--- config.mk ---
export PLATFORM = sky130hd
export DESIGN_NAME = work_frame_loader
export DESIGN_NICKNAME = d
export VERILOG_FILES = /design/src/rtl/work_frame_loader.sv
export SDC_FILE = /design/constraint.sdc
export NUM_CORES = 1
export LEC_CHECK = 0
export ABC_AREA = 1
export ABC_CLOCK_PERIOD_IN_PS = 2600
export CAP_MARGIN = 20
export CORE_MARGIN = 2
export CORE_UTILIZATION = 45
export CTS_BUF_LIST = sky130_fd_sc_hd__clkbuf_4 sky130_fd_sc_hd__clkbuf_8 sky130_fd_sc_hd__clkbuf_16
export DETAILED_ROUTE_END_ITERATION = 12
export PLACE_DENSITY = 0.65
export SYNTH_ARGS = -nofsm -noshare
export SYNTH_HDL_FRONTEND = slang
export SYNTH_SLANG_ARGS = --single-unit
--- constraint.sdc ---
create_clock -name hash_clk -period 2.6 [get_ports hash_clk]
set_input_delay 0.26 -clock hash_clk [delete_from_list [all_inputs] [get_ports hash_clk]]
set_output_delay 0.26 -clock hash_clk [all_outputs]
set_load 0.03 [all_outputs]
--- src/rtl/work_frame_loader.sv ---
// Host-link job loader: sync 0xA5, 56 payload bytes, XOR checksum; validates, commits the job, pulses job_start.
// Job outputs and job_start appear one cycle after the checksum byte; in_ready drops only in reset and the COMMIT cycle.
module work_frame_loader #(
    parameter int unsigned TIMEOUT_CYCLES = 1000000
) (
    input  logic         hash_clk,
    input  logic         reset_n,
    input  logic [7:0]   in_data,
    input  logic         in_valid,
    output logic         in_ready,
    output logic [255:0] midstate_vw,
    output logic [95:0]  work_data,
    output logic [31:0]  nonce_min,
    output logic [31:0]  nonce_max,
    output logic         job_start,
    output logic [7:0]   frame_err_cnt,
    output logic [1:0]   last_err
);
    localparam int unsigned   CW      = (TIMEOUT_CYCLES > 1) ? $clog2(TIMEOUT_CYCLES) : 1;
    localparam logic [CW-1:0] TO_LAST = CW'(TIMEOUT_CYCLES - 1);

    typedef enum logic [1:0] {S_IDLE, S_PAYLOAD, S_CKSUM, S_COMMIT} state_t;

    state_t          state_q, state_d;
    logic            live_q;
    logic [5:0]      idx_q, idx_d;
    logic [7:0]      xor_q, xor_d;
    // The job fields fill the low 416 bits; the first four payload bytes shift out
    // the top and only contribute to the checksum.
    logic [415:0]    stage_q, stage_d;
    logic [CW-1:0]   to_cnt_q, to_cnt_d;
    logic [255:0]    mid_q, mid_d;
    logic [95:0]     work_q, work_d;
    logic [31:0]     nmin_q, nmin_d;
    logic [31:0]     nmax_q, nmax_d;
    logic [7:0]      err_cnt_q, err_cnt_d;
    logic [1:0]      last_err_q, last_err_d;
    logic            xfer;
    logic            err_vld;
    logic [1:0]      err_code;

    assign in_ready = live_q && (state_q != S_COMMIT);
    assign xfer     = in_valid && in_ready;

    always_comb begin
        state_d    = state_q;
        idx_d      = idx_q;
        xor_d      = xor_q;
        stage_d    = stage_q;
        to_cnt_d   = to_cnt_q;
        mid_d      = mid_q;
        work_d     = work_q;
        nmin_d     = nmin_q;
        nmax_d     = nmax_q;
        err_cnt_d  = err_cnt_q;
        last_err_d = last_err_q;
        err_vld    = 1'b0;
        err_code   = 2'd0;
        case (state_q)
            S_IDLE: begin
                if (xfer && (in_data == 8'hA5)) begin
                    state_d  = S_PAYLOAD;
                    idx_d    = 6'd0;
                    xor_d    = 8'h00;
                    to_cnt_d = '0;
                end
            end
            S_PAYLOAD, S_CKSUM: begin
                if (xfer) begin
                    to_cnt_d = '0;
                    if (state_q == S_PAYLOAD) begin
                        stage_d = {stage_q[407:0], in_data};
                        xor_d   = xor_q ^ in_data;
                        idx_d   = idx_q + 6'd1;
                        if (idx_q == 6'd55) state_d = S_CKSUM;
                    end else begin
                        state_d = S_IDLE;
                        if (in_data != xor_q) begin
                            err_vld  = 1'b1;
                            err_code = 2'd1;
                        end else if (stage_q[63:32] > stage_q[31:0]) begin
                            err_vld  = 1'b1;
                            err_code = 2'd2;
                        end else begin
                            mid_d   = stage_q[415:160];
                            work_d  = stage_q[159:64];
                            nmin_d  = stage_q[63:32];
                            nmax_d  = stage_q[31:0];
                            state_d = S_COMMIT;
                        end
                    end
                end else if (TIMEOUT_CYCLES != 0) begin
                    if (to_cnt_q == TO_LAST) begin
                        state_d  = S_IDLE;
                        to_cnt_d = '0;
                        err_vld  = 1'b1;
                        err_code = 2'd3;
                    end else begin
                        to_cnt_d = to_cnt_q + CW'(1);
                    end
                end
            end
            S_COMMIT: state_d = S_IDLE;
            default:  state_d = S_IDLE;
        endcase
        if (err_vld) begin
            last_err_d = err_code;
            if (err_cnt_q != 8'hFF) err_cnt_d = err_cnt_q + 8'd1;
        end
    end

    always_ff @(posedge hash_clk or negedge reset_n) begin
        if (!reset_n) begin
            state_q    <= S_IDLE;
            live_q     <= 1'b0;
            idx_q      <= '0;
            xor_q      <= '0;
            stage_q    <= '0;
            to_cnt_q   <= '0;
            mid_q      <= '0;
            work_q     <= '0;
            nmin_q     <= '0;
            nmax_q     <= '0;
            err_cnt_q  <= '0;
            last_err_q <= '0;
        end else begin
            state_q    <= state_d;
            live_q     <= 1'b1;
            idx_q      <= idx_d;
            xor_q      <= xor_d;
            stage_q    <= stage_d;
            to_cnt_q   <= to_cnt_d;
            mid_q      <= mid_d;
            work_q     <= work_d;
            nmin_q     <= nmin_d;
            nmax_q     <= nmax_d;
            err_cnt_q  <= err_cnt_d;
            last_err_q <= last_err_d;
        end
    end

    assign midstate_vw   = mid_q;
    assign work_data     = work_q;
    assign nonce_min     = nmin_q;
    assign nonce_max     = nmax_q;
    assign job_start     = (state_q == S_COMMIT);
    assign frame_err_cnt = err_cnt_q;
    assign last_err      = last_err_q;
endmodule
==> results of run 1 <==
## cells in the final DEF, fill, tap and decap left out, types with 2 or more instances in the layout
cell                              synthesis  layout
sky130_fd_sc_hd__nand3_1                 44      44
sky130_fd_sc_hd__o21ai_0                573     573
sky130_fd_sc_hd__nor2_1                  46      46
sky130_fd_sc_hd__clkinvlp_4               0       4
sky130_fd_sc_hd__dfrtp_1                879     879
sky130_fd_sc_hd__clkbuf_8                 0      24
sky130_fd_sc_hd__clkinv_8                 0       2
sky130_fd_sc_hd__nand4_1                 19      19
sky130_fd_sc_hd__nor3_1                  11      11
sky130_fd_sc_hd__ha_1                    39      39
sky130_fd_sc_hd__buf_4                    1      65
sky130_fd_sc_hd__xnor2_1                 10      10
sky130_fd_sc_hd__clkbuf_4                 0      10
sky130_fd_sc_hd__bufinv_16                0       8
sky130_fd_sc_hd__buf_8                    0       2
sky130_fd_sc_hd__clkbuf_16                0      95
sky130_fd_sc_hd__nand2_2                  2       3
sky130_fd_sc_hd__a31oi_1                  2       2
sky130_fd_sc_hd__inv_1                  455     455
sky130_fd_sc_hd__a21oi_1                 23      23
sky130_fd_sc_hd__o22ai_1                  3       3
sky130_fd_sc_hd__inv_6                    0       2
sky130_fd_sc_hd__clkinv_2                 0      18
sky130_fd_sc_hd__buf_16                   0       2
sky130_fd_sc_hd__or2_2                    2       2
sky130_fd_sc_hd__diode_2                  0       4
sky130_fd_sc_hd__nor3b_1                  3       3
sky130_fd_sc_hd__buf_12                   0      36
sky130_fd_sc_hd__nor4_1                   5       5
sky130_fd_sc_hd__clkdlybuf4s50_1          0     437
sky130_fd_sc_hd__nand2_1                974     972
sky130_fd_sc_hd__o21ai_1                266     266
sky130_fd_sc_hd__xor2_1                  10      10
## repair_timing
action,4_1_cts,5_1_grt
resized for setup,0,8
hold buffers,1,0
hold endpoints to repair,92,0
setup endpoints to repair,0,153
## stage by stage
step | area, sq um | hold WS [ps] | worst slack (ps)
floorplan | 34000 | -35.6 | 22.8
global placement | 40000 | 224 | 70.1
detailed placement | 40000 | 223 | -5.92
CTS | 43100 | 132 | 29.1
global route | 43200 | 166 | -4.06
finish | 43200 | 142 | 110
## area by class of cell
type	count	area (sq um)	share of cell area
antenna	4	10.0	0.000231
clock buffer	127	2730	0.0632
clock inverter	36	442	0.0102
inverter	456	1710	0.0396
multi-input combinational	2039	9400	0.217
sequential	879	22000	0.509
tap	969	1210	0.0280
timing repair buffer	546	5740	0.133
## layer usage
metal,routed length [microns],vias to the layer above
met3,4560,102
met5,21,-
met2,38600,544
li1,-,12178
met1,37000,11831
met4,1610,4
## critical path, stage by stage, from the launching register on
cell and delay [ps]:
sky130_fd_sc_hd__dfrtp_1 400, sky130_fd_sc_hd__ha_1 250, sky130_fd_sc_hd__nor2_1 180, sky130_fd_sc_hd__clkdlybuf4s50_1 770
## power breakdown
part / internal (mW) / switching (mW)
combinational: 1.69 / 3.76
clock: 8.15 / 5.41
sequential: 14.6 / 0.635
total: 24.5 / 9.81
## sequential cells by signal, indices dropped and copies added, names as in the netlist
register       cells
midstate_vw      256
xor_q              8
work_data         96
stage_q          416
nonce_min         32
frame_err_cnt      8
state_q            2
nonce_max         32
to_cnt_q          20
last_err           2
idx_q              6
live_q             1
## cells by family (layout without fill, tap and decap cells)
logic type	after synthesis	count (layout)	synth area share
buf+inv	645	1165	0.0768
xor+xnor	20	20	0.00516
flops	879	879	0.647
compound gates	871	871	0.129
other cells	1	5	0.000110
fa+ha+maj	39	39	0.0144
simple gates	1108	1108	0.127
## worst max-delay path by stage
stage / endpoint / slack (ps) / cells past startpoint
after floorplan: midstate_vw[215] / 20 / 10
after global placement: midstate_vw[80] / 70 / 11
after detailed placement: nonce_min[1] / -6 / 10
after CTS: nonce_min[1] / 30 / 15
after global routing: work_data[47] / -4 / 16
final: in_ready / 110 / 3
==> Implementation_results.wiki, run 1 <==
{| class="wikitable"
! Metric !! Value
|-
| Detailed-route vias per instance || 4.88
|-
| Global-route wire length before repair || 132000 microns
|-
| Overall via count from detail_route || 24659
|-
| Arrival time reported for the critical path endpoint || 2230 ps
|-
| Leading register cell type out of synthesis || sky130_fd_sc_hd__dfrtp_1
|-
| Largest driver fanout on the critical path || 3
|-
| Fin Setup TNS || 0 ps
|-
| Ports placed on the boundary || 439
|-
| Post-CTS setup buffer count || 0
|-
| Largest cells by area after synthesis || sky130_fd_sc_hd__dfrtp_1 (65%), sky130_fd_sc_hd__nand2_1 (11%), sky130_fd_sc_hd__o21ai_0 (8.4%)
|-
| Fraction of met2 tracks used by global routing || 0.340
|-
| RD Place Congestion || 0.815
|-
| Clk_lat worst skew || 640 ps
|-
| Level count of the clock H-tree || 3
|-
| Leakage Power || 19.0 nW
|-
| Post-Syn Area || 34000 sq um
|-
| Initial Utilization || 0.456
|-
| Die H || 279 microns
|-
| Maximum number of pins on one net before global-route repair || 118
|-
| Required time reported for the critical path endpoint || 2340 ps
|-
| Worst vdd rail ir drop || 0.511 mV
|-
| Final Core Density || 0.580
|-
| Busiest layer in global routing || met2
|-
| Clock edge transition at the registers on the reported setup and hold paths || 60 ps
|-
| Start-to-end type of the worst setup path || reg -> out
|-
| Number of storage elements in the synthesis netlist || 879
|-
| Drc violations || 0
|-
| Post-Layout Cell Count || 5056
|-
| R2r startpoint || stage_q[13]
|-
| Reg2Reg Setup Slack || 170 ps
|-
| Distinct cell type count after synthesis || 32
|-
| Most frequently used cell type in the post-synthesis netlist || sky130_fd_sc_hd__nand2_1
|-
| Power, Total || 34.3 mW
|-
| Top cell type by total area after synthesis || sky130_fd_sc_hd__dfrtp_1
|-
| Share of cells above drive strength 1 || 0.0686
|-
| Min Clock Period, post-route || 2490 ps
|-
| Number of clock sinks || 879
|-
| Overall fraction of global-route tracks in use || 0.211
|-
| DRC violation total after the first TritonRoute iteration || 1915
|-
| Count of flip-flops with a built-in enable after synthesis || 0
|-
| Crit share post-route || 0.958
|-
| Crit path capture type || output port
|-
| TritonCTS clock tree || built
|-
| Unrepaired setup endpoints after global routing || yes
|-
| GRT met1 Usage || 0.294
|-
| GRT overflow || 0
|-
| Startpoint Class || register
|-
| Power density relative to cell area || 793 nW/um^2
|-
| Number of max-slew violations in the final report || 0
|-
| Warnings, synthesis || 0
|-
| Cell count after synthesis || 3563
|-
| Cells after DPL || 4886
|-
| Met3 Resource Use GR || 0.0409
|-
| First-pass detailed-route iteration total || 5
|-
| Part of the Yosys area used for sequential elements || 0.647
|-
| Average footprint of a synthesized cell || 9.54 sq um
|-
| Run status || finished, final reports clean
|-
| Wire length per cell || 16.2 microns
|-
| Layout fillers || 6464
|-
| IO Port Bufs || 438
|-
| Total Nets Final || 4063
|-
| DRT antenna net count || 0
|-
| Class of the tightest hold or removal check || in -> async
|-
| Deepest clock path buffer count || 3
|-
| R2r worst-path depth || 14
|-
| Post-synthesis async set-or-reset flop share || 1.00
|-
| Synth-to-layout area growth || 27.3%
|-
| Commonest cells in the netlist || sky130_fd_sc_hd__nand2_1 (974), sky130_fd_sc_hd__dfrtp_1 (879), sky130_fd_sc_hd__o21ai_0 (573), sky130_fd_sc_hd__inv_1 (455), sky130_fd_sc_hd__o21ai_1 (266)
|-
| Number of buffers inserted during clock tree synthesis || 91
|-
| Antenna violations before repair || 6
|-
| Setup violation total in the final timing report || 0
|-
| Post-DP HPWL || 57000 microns
|-
| Worst setup startpoint || state_q[0]
|-
| Mapped Nets || 3613
|-
| Reg2Reg Capture Point || midstate_vw[141]
|-
| Overall die area || 77700 sq um
|-
| Number of global-route vias before repair || 24542
|-
| Final hold viol count || 0
|-
| Die width || 279 microns
|-
| Core area || 74600 sq um
|-
| Final WL || 81800 microns
|-
| Fmax achieved || 402 MHz
|-
| Share of Yosys cell area claimed by the top area cell type || 0.647
|-
| Core Rows || 100
|-
| Clock skew || 29.9 ps
|-
| Clock Tree Root || sky130_fd_sc_hd__clkbuf_16
|-
| Count of maximum capacitance violations || 0
|}
Power figures use the tool's default switching activity.
==> run 2: changes to the inputs <==
--- a/config.mk
+++ b/config.mk
@@ -8,11 +8,12 @@
 export ABC_AREA = 1
 export ABC_CLOCK_PERIOD_IN_PS = 2600
 export CAP_MARGIN = 20
-export CORE_MARGIN = 2
+export CORE_MARGIN = 5
 export CORE_UTILIZATION = 45
 export CTS_BUF_LIST = sky130_fd_sc_hd__clkbuf_4 sky130_fd_sc_hd__clkbuf_8 sky130_fd_sc_hd__clkbuf_16
 export DETAILED_ROUTE_END_ITERATION = 12
-export PLACE_DENSITY = 0.65
+export PLACE_DENSITY = 0.67
+export SLEW_MARGIN = 20
 export SYNTH_ARGS = -nofsm -noshare
 export SYNTH_HDL_FRONTEND = slang
 export SYNTH_SLANG_ARGS = --single-unit
==> Implementation_results.wiki, run 2 (synthesized netlist as in run 1, its figures left out) <==
{| class="wikitable"
! Metric !! Value
|-
| Run status || finished, final reports clean
|-
| Final WL || 87900 microns
|-
| Reg2Reg Setup Slack || 150 ps
|-
| Clock Tree Root || sky130_fd_sc_hd__clkbuf_16
|-
| Arrival time reported for the critical path endpoint || 2950 ps
|-
| Overall fraction of global-route tracks in use || 0.203
|-
| Maximum number of pins on one net before global-route repair || 105
|-
| Ports placed on the boundary || 439
|-
| Wire length per cell || 17.3 microns
|-
| Worst vdd rail ir drop || 0.504 mV
|-
| Count of maximum capacitance violations || 0
|-
| Startpoint Class || register
|-
| Number of global-route vias before repair || 24576
|-
| Level count of the clock H-tree || 3
|-
| Detailed-route vias per instance || 4.96
|-
| Actual slew at the worst max-slew pin || 646 ps
|-
| Number of buffers inserted during clock tree synthesis || 89
|-
| R2r worst-path depth || 13
|-
| Number of clock sinks || 879
|-
| Busiest layer in global routing || met2
|-
| Post-DP HPWL || 58100 microns
|-
| Sw power || 9.84 mW
|-
| Met3 Resource Use GR || 0.0407
|-
| Post-Layout Cell Count || 5071
|-
| RD Place Congestion || 0.818
|-
| Most frequent cells in the layout || sky130_fd_sc_hd__nand2_1 (972), sky130_fd_sc_hd__dfrtp_1 (879), sky130_fd_sc_hd__o21ai_0 (572)
|-
| Fmax achieved || 407 MHz
|-
| Crit path capture type || register
|-
| Overall die area || 81100 sq um
|-
| Class of the tightest hold or removal check || in -> async
|-
| Cells after DPL || 4887
|-
| Core area || 74700 sq um
|-
| Power, Total || 34.8 mW
|-
| Clock edge transition at the registers on the reported setup and hold paths || 60 ps
|-
| Core Rows || 100
|-
| Final instance area || 43700 sq um
|-
| Flip-flop count of the largest register, all copies and words added || 416
|-
| Initial Utilization || 0.455
|-
| Share of cells above drive strength 1 || 0.0727
|-
| Number of max-slew violations in the final report || 0
|-
| Share of total power in the clock network || 0.402
|-
| Overall via count from detail_route || 25154
|-
| DRT antenna net count || 0
|-
| Deepest clock path buffer count || 3
|-
| Min Clock Period, post-route || 2450 ps
|-
| Die width || 285 microns
|-
| Synth-to-layout area growth || 28.7%
|-
| Crit share post-route || 0.944
|-
| Layout fillers || 6355
|-
| Start-to-end type of the worst setup path || reg -> reg
|-
| Global-route wire length before repair || 135000 microns
|-
| Required time reported for the critical path endpoint || 3100 ps
|-
| Total Nets Final || 4080
|-
| First-pass detailed-route iteration total || 6
|-
| Reg2Reg Capture Point || nonce_max[14]
|-
| R2r startpoint || stage_q[31]
|-
| TritonCTS clock tree || built
|-
| Die H || 285 microns
|-
| Net switching fraction of the power || 0.283
|-
| Drc violations || 0
|-
| Logic pwr share || 0.158
|-
| Power density relative to cell area || 795 nW/um^2
|-
| Register ranked first by flip-flop count || stage_q
|-
| Setup violation total in the final timing report || 0
|-
| Fraction of power consumed by sequential logic || 0.440
|-
| GRT met1 Usage || 0.277
|-
| IO Port Bufs || 438
|-
| GRT overflow || 0
|-
| Cell Int Power || 24.9 mW
|-
| Fraction of met2 tracks used by global routing || 0.335
|-
| Setup crit end || nonce_max[14]
|-
| Clk_lat worst skew || 630 ps
|-
| Antenna violations before repair || 2
|-
| Fin Setup TNS || 0 ps
|-
| Leakage Power || 19.3 nW
|-
| Final hold viol count || 0
|-
| Most frequent standard cell in the layout excluding fill and tap cells || sky130_fd_sc_hd__nand2_1
|-
| Relative max-transition margin || 0.569
|-
| DRC violation total after the first TritonRoute iteration || 1769
|-
| Placed instance area || 39900 sq um
|-
| Clock skew || 20.7 ps
|-
| Worst setup startpoint || stage_q[31]
|-
| Largest driver fanout on the critical path || 26
|}
## run 2: worst min path at each step
stage / from / endpoint / slack [ps] / cells after the start
CTS: reset_n / stage_q[380] / 210 / 2
floorplan: reset_n / frame_err_cnt[0] / -40 / 0
finish: reset_n / midstate_vw[220] / 220 / 2
global placement: reset_n / stage_q[380] / 290 / 1
detailed placement: reset_n / stage_q[380] / 300 / 1
global route: reset_n / midstate_vw[219] / 250 / 2
## run 2: layer usage
layer  part of all wire  vias up  routed length (microns)
li1                   -    12224                        -
met1               0.44    12183                    38400
met2               0.48      606                    42400
met3              0.053      139                     4690
met4              0.028        2                     2450
met5            0.00014        -                       12
## run 2: layout make-up
| type | count | area [sq um] | area share |
|---|---|---|---|
| multi-input combinational | 2039 | 9400 | 0.215 |
| sequential | 879 | 22000 | 0.503 |
| clock buffer | 118 | 2590 | 0.0592 |
| clock inverter | 44 | 668 | 0.0153 |
| timing repair buffer | 565 | 6160 | 0.141 |
| tap | 969 | 1210 | 0.0277 |
| inverter | 456 | 1710 | 0.0391 |
| antenna | 1 | 2.50 | 0.0000572 |
## run 2: stage by stage
stage	hold WS, ps	setup slack [ps]	utilization
final	223	146	0.586
after global routing	249	-31.4	0.586
after CTS	209	21.0	0.578
after detailed placement	296	8.49	0.534
after global placement	293	71.0	0.534
after floorplan	-35.6	22.8	-
## run 2: timing repair
item | in CTS | in global routing
endpoints found under the setup margin | 0 | 214
buffers inserted | 0 | 1
hold buffers | 1 | 0
gates resized for setup | 0 | 20
hold endpoints to repair | 43 | 0
## run 2: power groups by stage
| stage | logic (mW) | registers [mW] | clock network, mW |
|---|---|---|---|
| 6_report | 5.49 | 15.3 | 14.0 |
| 5_1_grt | 6.27 | 15.4 | 14.8 |
| 4_1_cts | 5.52 | 15.3 | 14.3 |
| 3_5_place_dp | 5.47 | 15.5 | 0 |
| 3_3_place_gp | 5.37 | 15.5 | 0 |
| 2_1_floorplan | 3.27 | 15.4 | 0 |
## run 2: worst max-delay path, stage by stage (launching register included)
cell and delay [ps]:
sky130_fd_sc_hd__dfrtp_1 340, sky130_fd_sc_hd__inv_1 70, sky130_fd_sc_hd__ha_1 310, sky130_fd_sc_hd__nand2_1 90
sky130_fd_sc_hd__nor2_1 170, sky130_fd_sc_hd__nand2_1 120, sky130_fd_sc_hd__nor2_1 170, sky130_fd_sc_hd__nand2_1 70
sky130_fd_sc_hd__nand2_1 120, sky130_fd_sc_hd__nand2_2 110, sky130_fd_sc_hd__nand2_8 160, sky130_fd_sc_hd__buf_16 220
sky130_fd_sc_hd__buf_6 260, sky130_fd_sc_hd__o21ai_0 110
==> run 3: changes to the inputs <==
--- a/config.mk
+++ b/config.mk
@@ -8,11 +8,11 @@
 export ABC_AREA = 1
 export ABC_CLOCK_PERIOD_IN_PS = 2600
 export CAP_MARGIN = 20
-export CORE_MARGIN = 5
+export CORE_MARGIN = 3
 export CORE_UTILIZATION = 45
 export CTS_BUF_LIST = sky130_fd_sc_hd__clkbuf_4 sky130_fd_sc_hd__clkbuf_8 sky130_fd_sc_hd__clkbuf_16
 export DETAILED_ROUTE_END_ITERATION = 12
-export PLACE_DENSITY = 0.67
+export DONT_BUFFER_PORTS = 1
 export SLEW_MARGIN = 20
 export SYNTH_ARGS = -nofsm -noshare
 export SYNTH_HDL_FRONTEND = slang
==> Implementation_results.wiki, run 3 (synthesized netlist as in run 1, its figures left out) <==
{| class="wikitable"
! Metric !! Value
|-
| Start-to-end type of the worst setup path || reg -> reg
|-
| RD Place Congestion || 0.799
|-
| Count of maximum capacitance violations || 0
|-
| Net switching fraction of the power || 0.284
|-
| R2r worst-path depth || 15
|-
| Setup violation total in the final timing report || 0
|-
| Post-DP HPWL || 52500 microns
|-
| Busiest layer in global routing || met2
|-
| Leakage Power || 17.4 nW
|-
| Final WL || 79200 microns
|-
| Sw power || 9.79 mW
|-
| Final hold viol count || 0
|-
| Crit share post-route || 0.929
|-
| First-pass detailed-route iteration total || 5
|-
| Overall die area || 78800 sq um
|-
| Worst vdd rail ir drop || 0.488 mV
|-
| Relative max-transition margin || 0.155
|-
| Number of global-route vias before repair || 21919
|-
| Share of cells above drive strength 1 || 0.0714
|-
| Clock edge transition at the registers on the reported setup and hold paths || 60 ps
|-
| DRC violation total after the first TritonRoute iteration || 1629
|-
| Inserted Diodes || 0
|-
| Share of total power in the clock network || 0.405
|-
| Startpoint Class || register
|-
| Ports placed on the boundary || 439
|-
| Synth-to-layout area growth || 14.0%
|-
| Fmax achieved || 414 MHz
|-
| Power density relative to cell area || 888 nW/um^2
|-
| Hold depth || 5
|-
| Fraction of met2 tracks used by global routing || 0.322
|-
| Setup WS pre-CTS || 142 ps
|-
| Fraction of power consumed by sequential logic || 0.449
|-
| TritonCTS clock tree || built
|-
| Setup ws final || 185 ps
|-
| Crit path capture type || register
|-
| Seq. cell area || 22000 sq um
|-
| Multi-input gate area in the final layout || 9400 sq um
|-
| Overall fraction of global-route tracks in use || 0.199
|-
| DRT antenna net count || 0
|-
| Initial Utilization || 0.456
|-
| Drc violations || 0
|-
| Overall via count from detail_route || 22660
|-
| Die H || 281 microns
|-
| Largest driver fanout on the critical path || 45
|-
| Deepest clock path buffer count || 3
|-
| Class of the tightest hold or removal check || in -> reg
|-
| Die width || 281 microns
|-
| Clock Tree Root || sky130_fd_sc_hd__clkbuf_16
|-
| IO Port Bufs || 0
|-
| Tightest hold margin || 110 ps
|-
| Total Nets Final || 3605
|-
| Required time reported for the critical path endpoint || 3150 ps
|-
| Cell Int Power || 24.6 mW
|-
| Number of clock sinks || 879
|-
| Core Rows || 100
|-
| Wire length per cell || 17.2 microns
|-
| Global-route wire length before repair || 125000 microns
|-
| GRT overflow || 0
|-
| Core area || 74600 sq um
|-
| Actual slew at the worst max-slew pin || 1270 ps
|-
| Clk_lat worst skew || 630 ps
|-
| Unrepaired setup endpoints after global routing || yes
|-
| Logic pwr share || 0.146
|-
| Layout fillers || 6831
|-
| Detailed-route vias per instance || 4.93
|-
| Antenna violations before repair || 3
|-
| Min Clock Period, post-route || 2410 ps
|-
| Most frequent standard cell in the layout excluding fill and tap cells || sky130_fd_sc_hd__nand2_1
|-
| Level count of the clock H-tree || 3
|-
| GRT met1 Usage || 0.263
|-
| Placed instance area || 35100 sq um
|-
| Met3 Resource Use GR || 0.0616
|-
| Run status || finished, final reports clean
|-
| Clock skew || 32.0 ps
|-
| Number of max-slew violations in the final report || 0
|-
| Most frequent cells in the layout || sky130_fd_sc_hd__nand2_1 (972), sky130_fd_sc_hd__dfrtp_1 (878), sky130_fd_sc_hd__o21ai_0 (573)
|-
| Final instance area || 38700 sq um
|-
| Register ranked first by flip-flop count || stage_q
|-
| Arrival time reported for the critical path endpoint || 2960 ps
|-
| Final Core Density || 0.520
|-
| Maximum number of pins on one net before global-route repair || 880
|-
| Number of buffers inserted during clock tree synthesis || 92
|-
| Fin Setup TNS || 0 ps
|-
| Flip-flop count of the largest register, all copies and words added || 416
|}
-- run 3: changes by cell type in the layout (fill, tap and decap cells not counted), moves of 3 or more --
cell	change
sky130_fd_sc_hd__clkbuf_8	-4
sky130_fd_sc_hd__inv_2	+4
sky130_fd_sc_hd__inv_1	-4
sky130_fd_sc_hd__inv_16	-3
sky130_fd_sc_hd__clkbuf_16	-10
sky130_fd_sc_hd__clkinvlp_4	-3
sky130_fd_sc_hd__bufinv_16	-3
sky130_fd_sc_hd__dlygate4sd3_1	+9
sky130_fd_sc_hd__buf_12	-7
sky130_fd_sc_hd__clkdlybuf4s50_1	-436
sky130_fd_sc_hd__buf_4	-27
sky130_fd_sc_hd__clkbuf_4	+11
-- run 3: final timing paths --
kind | slack (ps) | start | end
max | 190 | stage_q[46] | midstate_vw[60]
min | 110 | in_data[1] | state_q[0]
max reg2reg | 190 | stage_q[46] | midstate_vw[60]
min reg2reg | 480 | stage_q[342] | stage_q[342]
max in group asynchronous | 390 | reset_n | stage_q[118]
min in group asynchronous | 300 | reset_n | stage_q[380]
-- run 3: area by class of cell --
| type | count | share of cell area |
|---|---|---|
| sequential | 879 | 0.568 |
| inverter | 456 | 0.0442 |
| multi-input combinational | 2039 | 0.243 |
| tap | 969 | 0.0313 |
| clock inverter | 37 | 0.0138 |
| timing repair buffer | 87 | 0.0302 |
| clock buffer | 129 | 0.0701 |
-- run 3: metal layers --
metal,wire [microns],vias to the layer above,part of all wire
met4,1570,6,0.020
met2,37200,478,0.47
met5,41,-,0.00052
met3,5850,113,0.074
li1,-,11269,-
met1,34500,10794,0.44
-- run 3: per-stage QoR --
stage,power (mW),instances
after global routing,36.3,4596
after detailed placement,20.4,4412
after global placement,20.3,4412
after floorplan,18.7,3563
final,34.4,4596
after CTS,34.5,4587
-- run 3: power groups by stage --
stage	Clock (mW)	Sequential (mW)	Combinational, mW
after floorplan	0	15.4	3.27
after global placement	0	15.7	4.67
after detailed placement	0	15.7	4.73
after CTS	14.3	15.4	4.78
after global routing	14.9	15.6	5.84
final	13.9	15.4	5.03
-- run 3: repair_timing --
| action | in CTS | in global routing |
|---|---|---|
| setup buffers | 0 | 0 |
| hold endpoints to repair | 897 | 417 |
| endpoints found under the setup margin | 0 | 350 |
| resized for setup | 0 | 17 |
| hold buffers | 9 | 3 |
-- run 3: critical path, stage by stage, from the launching register on --
cell and delay [ps]:
sky130_fd_sc_hd__dfrtp_2 450, sky130_fd_sc_hd__ha_1 290, sky130_fd_sc_hd__nand2_1 70, sky130_fd_sc_hd__nor2_2 150, sky130_fd_sc_hd__nand2_1 90, sky130_fd_sc_hd__inv_1 60, sky130_fd_sc_hd__nand2_1 40, sky130_fd_sc_hd__nand2_1 70
sky130_fd_sc_hd__nand2_1 50, sky130_fd_sc_hd__nand2_1 90, sky130_fd_sc_hd__nand2_2 100, sky130_fd_sc_hd__nand2_8 140, sky130_fd_sc_hd__buf_12 230, sky130_fd_sc_hd__buf_16 240, sky130_fd_sc_hd__nand2_1 80, sky130_fd_sc_hd__o21ai_1 100
